==> src/rtl/alu_pkg.sv <==
// Shared definitions for the ALU and its requester arbiter:
// ALUControl codes, NZCV flag bit positions and the arbiter FSM states.
package alu_pkg;

    localparam logic [3:0] ALU_ADD = 4'b0000;
    localparam logic [3:0] ALU_SUB = 4'b0001;
    localparam logic [3:0] ALU_AND = 4'b0010;
    localparam logic [3:0] ALU_ORR = 4'b0011;
    localparam logic [3:0] ALU_XOR = 4'b0100;
    localparam logic [3:0] ALU_SLL = 4'b0101;
    localparam logic [3:0] ALU_SLR = 4'b0110;
    localparam logic [3:0] ALU_SAR = 4'b0111;

    localparam int FLAG_N = 3;
    localparam int FLAG_Z = 2;
    localparam int FLAG_C = 1;
    localparam int FLAG_V = 0;

    typedef enum logic [1:0] {
        IDLE = 2'd0,
        EXEC = 2'd1,
        RESP = 2'd2
    } arb_state_t;

endpackage

==> src/rtl/rr_arbiter.sv <==
// Combinational round-robin pick: first valid requester at or above the
// pointer, wrapping around. The pointer register lives in the caller.
module rr_arbiter #(
    parameter int NUM_REQ = 2,
    parameter int IDW     = $clog2(NUM_REQ)
) (
    input  logic [NUM_REQ-1:0] req_valid,
    input  logic [IDW-1:0]     ptr,
    output logic [IDW-1:0]     grant,
    output logic               any_valid
);

    function automatic logic [IDW-1:0] wrap_idx(input logic [IDW-1:0] base, input int off);
        int s;
        s = int'(base) + off;
        if (s >= NUM_REQ) s = s - NUM_REQ;
        return IDW'(s);
    endfunction

    // Walk downward so the last hit written is the closest one above ptr.
    always_comb begin
        grant     = '0;
        any_valid = 1'b0;
        for (int i = NUM_REQ - 1; i >= 0; i--) begin
            if (req_valid[wrap_idx(ptr, i)]) begin
                grant     = wrap_idx(ptr, i);
                any_valid = 1'b1;
            end
        end
    end

endmodule

==> src/rtl/alu_arbiter.sv <==
// Shares one combinational ALU among NUM_REQ requesters: round-robin accept,
// one cycle of registered ALU operands, then a held per-requester response.
module alu_arbiter
    import alu_pkg::*;
#(
    parameter int WIDTH   = 4,
    parameter int NUM_REQ = 2,
    parameter int IDW     = $clog2(NUM_REQ)
) (
    input  logic                     clk,
    input  logic                     reset,
    input  logic [NUM_REQ-1:0]       req_valid,
    output logic [NUM_REQ-1:0]       req_ready,
    input  logic [NUM_REQ*WIDTH-1:0] req_a,
    input  logic [NUM_REQ*WIDTH-1:0] req_b,
    input  logic [NUM_REQ*4-1:0]     req_ctrl,
    output logic [NUM_REQ-1:0]       resp_valid,
    input  logic [NUM_REQ-1:0]       resp_ready,
    output logic [WIDTH-1:0]         resp_result,
    output logic [3:0]               resp_flags,
    output logic [WIDTH-1:0]         alu_a,
    output logic [WIDTH-1:0]         alu_b,
    output logic [3:0]               alu_ctrl,
    input  logic [WIDTH-1:0]         alu_result,
    input  logic                     alu_z,
    input  logic                     alu_n,
    input  logic                     alu_v,
    input  logic                     alu_c,
    output logic                     busy
);

    arb_state_t           state_q;
    logic [IDW-1:0]       ptr_q;
    logic [IDW-1:0]       id_q;
    logic [WIDTH-1:0]     alu_a_q;
    logic [WIDTH-1:0]     alu_b_q;
    logic [3:0]           alu_ctrl_q;
    logic [WIDTH-1:0]     result_q;
    logic [3:0]           flags_q;
    logic [3:0]           flags_d;
    logic [NUM_REQ-1:0]   resp_valid_q;

    logic [IDW-1:0]       grant;
    logic                 any_valid;
    logic [WIDTH-1:0]     sel_a;
    logic [WIDTH-1:0]     sel_b;
    logic [3:0]           sel_ctrl;

    rr_arbiter #(
        .NUM_REQ (NUM_REQ),
        .IDW     (IDW)
    ) u_rr (
        .req_valid (req_valid),
        .ptr       (ptr_q),
        .grant     (grant),
        .any_valid (any_valid)
    );

    always_comb begin
        sel_a    = '0;
        sel_b    = '0;
        sel_ctrl = '0;
        for (int i = 0; i < NUM_REQ; i++) begin
            if (grant == IDW'(i)) begin
                sel_a    = req_a[i*WIDTH +: WIDTH];
                sel_b    = req_b[i*WIDTH +: WIDTH];
                sel_ctrl = req_ctrl[i*4 +: 4];
            end
        end
    end

    always_comb begin
        flags_d         = '0;
        flags_d[FLAG_N] = alu_n;
        flags_d[FLAG_Z] = alu_z;
        flags_d[FLAG_C] = alu_c;
        flags_d[FLAG_V] = alu_v;
    end

    // Ready is only offered while IDLE, and only to the single winner.
    assign req_ready = (state_q == IDLE && any_valid) ? (NUM_REQ'(1) << grant) : '0;

    always_ff @(posedge clk) begin
        if (reset) begin
            state_q      <= IDLE;
            ptr_q        <= '0;
            id_q         <= '0;
            alu_a_q      <= '0;
            alu_b_q      <= '0;
            alu_ctrl_q   <= '0;
            result_q     <= '0;
            flags_q      <= '0;
            resp_valid_q <= '0;
        end else begin
            case (state_q)
                IDLE: begin
                    if (any_valid) begin
                        alu_a_q    <= sel_a;
                        alu_b_q    <= sel_b;
                        alu_ctrl_q <= sel_ctrl;
                        id_q       <= grant;
                        state_q    <= EXEC;
                    end
                end
                EXEC: begin
                    result_q     <= alu_result;
                    flags_q      <= flags_d;
                    resp_valid_q <= NUM_REQ'(1) << id_q;
                    state_q      <= RESP;
                end
                RESP: begin
                    if (resp_ready[id_q]) begin
                        resp_valid_q <= '0;
                        ptr_q        <= (id_q == IDW'(NUM_REQ - 1)) ? '0 : id_q + 1'b1;
                        state_q      <= IDLE;
                    end
                end
                default: state_q <= IDLE;
            endcase
        end
    end

    assign alu_a       = alu_a_q;
    assign alu_b       = alu_b_q;
    assign alu_ctrl    = alu_ctrl_q;
    assign resp_result = result_q;
    assign resp_flags  = flags_q;
    assign resp_valid  = resp_valid_q;
    assign busy        = (state_q != IDLE);

endmodule

==> config.mk <==
export PLATFORM = sky130hd
export DESIGN_NAME = alu_arbiter
export DESIGN_NICKNAME = d
export VERILOG_FILES = /design/src/rtl/alu_pkg.sv /design/src/rtl/rr_arbiter.sv /design/src/rtl/alu_arbiter.sv
export SDC_FILE = /design/constraint.sdc
export NUM_CORES = 1
export LEC_CHECK = 0
export ABC_AREA = 1
export CAP_MARGIN = 0
export CORE_ASPECT_RATIO = 1.1
export CORE_MARGIN = 10
export CORE_UTILIZATION = 43
export CTS_CLUSTER_DIAMETER = 40
export CTS_CLUSTER_SIZE = 14
export DETAILED_ROUTE_END_ITERATION = 7
export GPL_ROUTABILITY_DRIVEN = 0
export PLACE_DENSITY = 0.84
export SETUP_SLACK_MARGIN = 0.1
export SKIP_LAST_GASP = 1
export SYNTH_ARGS = -nofsm -noshare
export SYNTH_HDL_FRONTEND = slang
export SYNTH_SLANG_ARGS = --single-unit
==> constraint.sdc <==
create_clock -name clk -period 1.9 [get_ports clk]
set_input_delay 0.19 -clock clk [delete_from_list [all_inputs] [get_ports clk]]
set_output_delay 0.19 -clock clk [all_outputs]
set_load 0.03 [all_outputs]
==> reports/results.tsv, run 1 <==
stage	metric	value	unit
floorplan	Die W	72.7	um
place	port buffer count	62	
logic_synthesis	adder-cell area share of the yosys netlist	0	
logic_synthesis	syn nets	205	
timing	Final Hold Fails	0	
power	Tot Pwr	1.46	mW
timing	Final Cycle Share	0.835	
floorplan	Die H	77.9	um
route	post-DR vias/cell	4.93	
global_routing	total gr overflow	0	
global_routing	Overall Global Routing Usage	0.137	
floorplan	DIE AREA	5660	um2
timing	Tightest Pin Transition	0.388	ns
route	DRT Pass-1 Iters	4	
place	Post-DP HPWL	3000	um
final_layout	final net count	273	
logic_synthesis	mux cell area share after synthesis	0	
clocking	Sink Count	26	
clocking	CTS Buf Count	3	
route	Detailed Route Iter0 Violations	60	
global_routing	initial antenna violation count	0	
min_path	Hold Startpoint	alu_result[2]	
global_routing	largest net degree at the start of global routing	15	
route	Antenna Nets Post-Route	0	
global_routing	vias in the first global route	1363	
setup_path	worst flop-to-flop path endpoint	alu_ctrl[3]	
final_layout	Antenna diodes	0	
logic_synthesis	Yosys warnings	0	
setup_path	CP max FO	3	
floorplan	I/O pins	63	
power	Power Dens Cells	732	nW/um2
clocking	Max Root-Sink Buffers	2	
timing	Final setup viols	0	
min_path	Hold Crit Depth	3	
floorplan	Rows	20	
logic_synthesis	Synth Area in XOR/XNOR	0	
setup_path	R2R Setup Slk	0.67	ns
timing	setup_tns	0	ns
timing	FMAX	630	MHz
setup_path	WS Path Type	flop to output port	
route	drt wl/cell	14.5	um
logic_synthesis	synth unique cells	23	
logic_synthesis	Synth Area in Simple Gates	0.405	
logic_synthesis	Mapped Area	1310	um2
clocking	CTS clk-pin slew, worst paths	0.14	ns
logic_synthesis	post-synthesis compound-gate area fraction	0.0677	
power	Max VDD drop	0.563	mV
floorplan	core area	2850	um2
final_layout	fraction of layout cells with a size suffix above 1	0.184	
timing	clock skew	0.00262	ns
clocking	clock tree from TritonCTS	yes	
logic_synthesis	largest family of logic cells by synthesized area	simple AND/OR/NAND/NOR gates	
route	Routed Wire Length	3870	um
min_path	WHS Endpoint	resp_result[2]	
timing	relative slew slack	0.741	
clocking	CTS root buffer	clkbuf_4	
route	DRC Markers	0	
clocking	clock latency on the worst-skew pair	0.32	ns
setup_path	arrival time of the worst setup path	1.40	ns
logic_synthesis	Post-Syn Area per Cell	7.86	um2
logic_synthesis	sequential area share after synthesis	0.397	
global_routing	first-pass GRT wire length	6380	um
timing	max-slew violations	0	
setup_path	Critical Path Sink Type	output port	
floorplan	Initial Util	0.460	
power	Static Leakage	0.924	nW
logic_synthesis	Mapped Cells	167	
setup_path	worst-case reg-to-reg path depth	7	
run_status	status	finished clean	
clocking	H-tree depth	1	
logic_synthesis	Yosys reg bits	26	
final_layout	Area Overhead vs Synth	52.0	%
setup_path	r2r startpoint	state_q[0]	
setup_path	Critical Path Source Type	flop	
setup_path	Worst Path Required	1.71	ns
route	DR vias	1317	
final_layout	final core utilization	0.700	
clocking	CTS Hold Bufs	0	
flow_run	maxcap violations	0	
timing	Tmin final	1.59	ns
min_path	Hold Crit Class	input pin to flop	
timing	RSZ-0062 raised after global routing	false	
==> stage by stage <==
| stage | setup WS [ns] | area (um2) | hold slack [ns] | instances |
|---|---|---|---|---|
| final | 0.313 | 2000 | 0.438 | 267 |
| after global routing | 0.231 | 2000 | 0.450 | 267 |
| after CTS | 0.215 | 1970 | 0.427 | 263 |
| after detailed placement | 0.365 | 1930 | 0.446 | 259 |
| after global placement | 0.392 | 1930 | 0.447 | 259 |
| after floorplan | 0.536 | 1310 | 0.252 | 167 |
==> power by group <==
part	leakage [nW]	total (mW)	switching, mW	internal (mW)
logic	0.688	0.555	0.304	0.251
registers	0.214	0.630	0.0307	0.599
clock network	0.0210	0.278	0.160	0.117
total	0.924	1.46	0.495	0.967
==> cells by family (layout without fill, tap and decap cells) <==
| family | Yosys count | after routing |
|---|---|---|
| AND/OR/NAND/NOR | 97 | 97 |
| AO/OA/AOI/OAI | 15 | 15 |
| flip-flops | 26 | 26 |
| buffers and inverters | 29 | 96 |
==> registers in the layout (all words and copies together) (netlist names) <==
name	cells
id_q	1
alu_a	4
alu_b	4
resp_valid	2
state_q	2
resp_result	4
ptr_q	1
alu_ctrl	4
resp_flags	4
==> layout by cell type, fill, tap and decap left out <==
cell type / instances
nor2_2: 1
clkbuf_8: 1
clkdlybuf4s50_1: 59
o21ai_2: 1
nand3_1: 11
nand4_1: 12
clkbuf_4: 3
buf_12: 1
a21oi_2: 2
nor2_1: 19
nor2_4: 3
nand2_1: 34
nand3_2: 15
o31ai_1: 1
dlygate4sd2_1: 1
inv_1: 17
a21oi_1: 3
o21ai_0: 8
buf_4: 11
dfxtp_1: 26
inv_2: 3
nand2_2: 2
==> worst max-delay path, cell delays in order (launching register included) <==
cell           delay, ns
dfxtp_1             0.48
inv_2               0.08
nand2_2             0.10
dlygate4sd2_1       0.41
==> cells in the mapped netlist <==
cell	instances	area (um2)
o31ai_1	1	7.51
nor2_4	3	33.8
o21ai_2	1	8.76
nand4_1	12	75.1
a21oi_2	2	17.5
a21oi_1	3	15.0
clkbuf_4	1	7.51
dlymetal6s2s_1	1	12.5
nand3_2	15	150
buf_2	1	5.00
clkbuf_8	1	13.8
nor2_1	19	71.3
buf_12	1	20.0
inv_2	3	11.3
dfxtp_1	26	521
o21ai_0	8	40.0
clkbuf_1	1	3.75
nor2_2	1	6.26
nand3_1	11	55.1
nand2_1	34	128
inv_1	17	63.8
nand2_2	2	12.5
buf_6	3	33.8
==> timing repair <==
action                     in CTS  in global routing
resized for setup               1                  0
buffers inserted                0                  4
setup endpoints to repair       1                  1
cloned                          0                  0
pin swaps                       0                  1
==> metal layers <==
layer	track usage	part of all wire	wire, um
met5	0	0	0
met3	0.0305	0.057	219
met1	0.149	0.39	1530
met2	0.243	0.53	2060
met4	0.0589	0.016	63
==> layout make-up <==
| class | count | area [um2] |
|---|---|---|
| Fill cell | 253 | 857 |
| Timing Repair Buffer | 72 | 702 |
| Multi-Input combinational cell | 112 | 621 |
| Sequential cell | 26 | 520 |
| Inverter | 20 | 75.1 |
| Tap cell | 33 | 41.3 |
| Clock buffer | 4 | 36.3 |
==> worst max path at each step <==
stage | from | endpoint | cells past startpoint
global route | state_q[1] | busy | 3
finish | state_q[1] | busy | 3
global placement | req_valid[1] | alu_b[3] | 7
CTS | state_q[1] | req_ready[0] | 4
floorplan | state_q[1] | req_ready[0] | 4
detailed placement | req_valid[1] | alu_ctrl[3] | 7
No activity file was read; power rests on OpenSTA's default activity.
==> run 2, diff against run 1 <==
CORE_UTILIZATION = 40   (was 43)
PLACE_DENSITY = 0.79   (was 0.84)
clock period = 1.66 ns   (was 1.9 ns; I/O delays follow)
==> run 2 against run 1 <==
  * Die area grew 5.5%
  * Worst hold slack lost 0.067 ns
  * Largest power group unchanged
  * Total power grew 22%
  * Sequential share of layout area shrank 0.73 points
  * Flip-flop and latch count is the same
  * Highest routed layer unchanged
==> reports/results.tsv, run 2 (same netlist as run 1, synthesis figures left out) <==
stage	metric	value	unit	change
final_layout	multi-input logic area	628	um2	was 621 um2
floorplan	I/O pins	63		unchanged
setup_path	arrival time of the worst setup path	1.36	ns	was 1.40 ns
place	port buffer count	62		unchanged
route	post-DR vias/cell	4.79		was 4.93
place	post-placement cell area	1950	um2	was 1930 um2
route	DRC Markers	0		unchanged
clocking	CTS Buf Count	3		unchanged
setup_path	Critical Path Sink Type	output port		unchanged
global_routing	met1 usage	0.149		about the same
floorplan	core area	3100	um2	was 2850 um2
global_routing	largest net degree at the start of global routing	16		was 15
setup_path	Crit path largest cell delay	0.68	ns	was 0.48 ns
timing	Final setup viols	0		unchanged
setup_path	Crit-path slowest cell	clkdlybuf4s50_1		was dfxtp_1
route	Routed Wire Length	3900	um	was 3870 um
timing	setup_tns	0	ns	unchanged
timing	Tmin final	1.53	ns	
clocking	clock latency on the worst-skew pair	0.32	ns	about the same
setup_path	Critical Path Source Type	flop		unchanged
global_routing	vias in the first global route	1322		was 1,363
global_routing	total gr overflow	0		unchanged
global_routing	GR peak layer	met2		unchanged
global_routing	grt met3 use	0.0246		was 0.0305
timing	max-slew violations	0		unchanged
global_routing	first-pass GRT wire length	6230	um	was 6380 um
route	Antenna Nets Post-Route	0		unchanged
final_layout	commonest non-fill, non-tap cell in the layout	clkdlybuf4s50_1		unchanged
timing	Final Cycle Share	0.921		
setup_path	WS Path Type	flop to output port		unchanged
run_status	status	finished clean		unchanged
floorplan	Initial Util	0.423		was 0.460
flow_run	maxcap violations	0		unchanged
clocking	clock tree from TritonCTS	yes		unchanged
route	DRT Pass-1 Iters	4		unchanged
timing	relative slew slack	0.705		was 0.741
global_routing	initial antenna violation count	0		unchanged
final_layout	Antenna diodes	0		unchanged
timing	FMAX	654	MHz	
final_layout	Fillers	270		was 253
floorplan	Die H	80.1	um	was 77.9 um
timing	Tightest Pin Transition	0.442	ns	was 0.388 ns
setup_path	CP max FO	2		was 3
timing	RSZ-0062 raised after global routing	true		was false
final_layout	final net count	273		unchanged
timing	Final Hold Fails	0		unchanged
power	Power Dens Cells	864	nW/um2	was 732 nW/um2
final_layout	area occupied by registers	523	um2	was 520 um2
setup_path	critical-path cell list	clkdlybuf4s50_1		was inv_2, nand2_2, dlygate4sd2_1
global_routing	met2 GRT Util	0.232		was 0.243
route	DR vias	1283		was 1,317
clocking	Sink Count	26		unchanged
setup_path	CP bufs+invs	1		was 2
setup_path	Worst path top cell family by delay	buffers and inverters		unchanged
final_layout	Final Cell Area	2060	um2	was 2000 um2
min_path	Hold Crit Class	input pin to flop		unchanged
clocking	CTS root buffer	clkbuf_4		unchanged
power	Max VDD drop	0.524	mV	was 0.563 mV
clocking	Max Root-Sink Buffers	2		unchanged
clocking	CTS clk-pin slew, worst paths	0.14	ns	about the same
global_routing	Overall Global Routing Usage	0.131		was 0.137
setup_path	Worst Path Required	1.49	ns	was 1.71 ns
floorplan	Die W	74.6	um	was 72.7 um
timing	clock skew	0.00430	ns	was 0.00262 ns
floorplan	Rows	21		was 20
route	Detailed Route Iter0 Violations	126		was 60
power	Static Leakage	1.22	nW	was 0.924 nW
final_layout	fraction of layout cells with a size suffix above 1	0.201		was 0.184
final_layout	most frequent cells in the layout	clkdlybuf4s50_1 (40), nand2_1 (33), dfxtp_1 (24)		was clkdlybuf4s50_1 (59), nand2_1 (34), dfxtp_1 (26)
clocking	H-tree depth	1		unchanged
final_layout	Area Overhead vs Synth	57.2	%	was 52.0%
route	drt wl/cell	14.5	um	about the same
floorplan	DIE AREA	5980	um2	was 5660 um2
place	Post-DP HPWL	3010	um	was 3000 um
run 2: cell types whose count changed in the layout (fill, tap and decap cells not counted):
| cell | before | now |
|---|---|---|
| dlymetal6s2s_1 | 0 | 18 |
| clkbuf_8 | 1 | 0 |
| clkbuf_2 | 0 | 1 |
| dfxtp_1 | 26 | 24 |
| nand2_1 | 34 | 33 |
| clkdlybuf4s50_1 | 59 | 40 |
| bufinv_16 | 0 | 1 |
| nand2_4 | 0 | 1 |
| dfxtp_2 | 0 | 2 |
run 2: layer usage:
| layer | share of wire | vias up |
|---|---|---|
| li1 | - | 676 |
| met1 | 0.40 | 580 |
| met2 | 0.55 | 23 |
| met3 | 0.037 | 4 |
| met4 | 0.014 | 0 |
| met5 | 0 | - |
run 2: area by class of cell:
cell class / count / share of cell area
timing repair buffer: 72 / 0.360
clock buffer: 3 / 0.0109
sequential: 26 / 0.253
inverter: 20 / 0.0364
tap: 34 / 0.0206
clock inverter: 1 / 0.0146
multi-input combinational: 112 / 0.304
run 2: final timing paths:
path / startpoint / to / slack (ns) / cells past startpoint
setup / recovery: resp_flags[1] / resp_flags[1] / 0.13 / 1
hold / removal: req_valid[0] / state_q[0] / 0.37 / 4
setup reg to reg: state_q[0] / alu_b[1] / 0.43 / 7
hold reg to reg: resp_valid[1] / resp_valid[1] / 0.48 / 2
run 2: through the flow:
step | cells | power (mW) | hold WS, ns | util | worst slack (ns)
3_5_place_dp | 262 | 1.36 | 0.454 | 0.628 | 0.118
4_1_cts | 266 | 1.80 | 0.402 | 0.645 | 0.103
2_1_floorplan | 167 | 1.10 | 0.228 | - | 0.320
5_1_grt | 268 | 1.87 | 0.400 | 0.665 | 0.0716
3_3_place_gp | 262 | 1.36 | 0.453 | 0.628 | 0.140
6_report | 268 | 1.78 | 0.371 | 0.665 | 0.132
run 2: timing repair:
action                     in CTS  in global routing
gates cloned                    0                  0
buffers inserted                0                  2
hold buffers                    0                  0
setup endpoints to repair       3                 20
pin swaps                       0                  2
gates resized for setup         4                 22
run 2: power breakdown:
group	total [mW]	internal, mW	leakage [nW]	switching, mW
Sequential	0.719	0.687	0.215	0.0328
Clock	0.434	0.244	0.0279	0.190
Combinational	0.629	0.277	0.975	0.352
Total	1.78	1.21	1.22	0.575
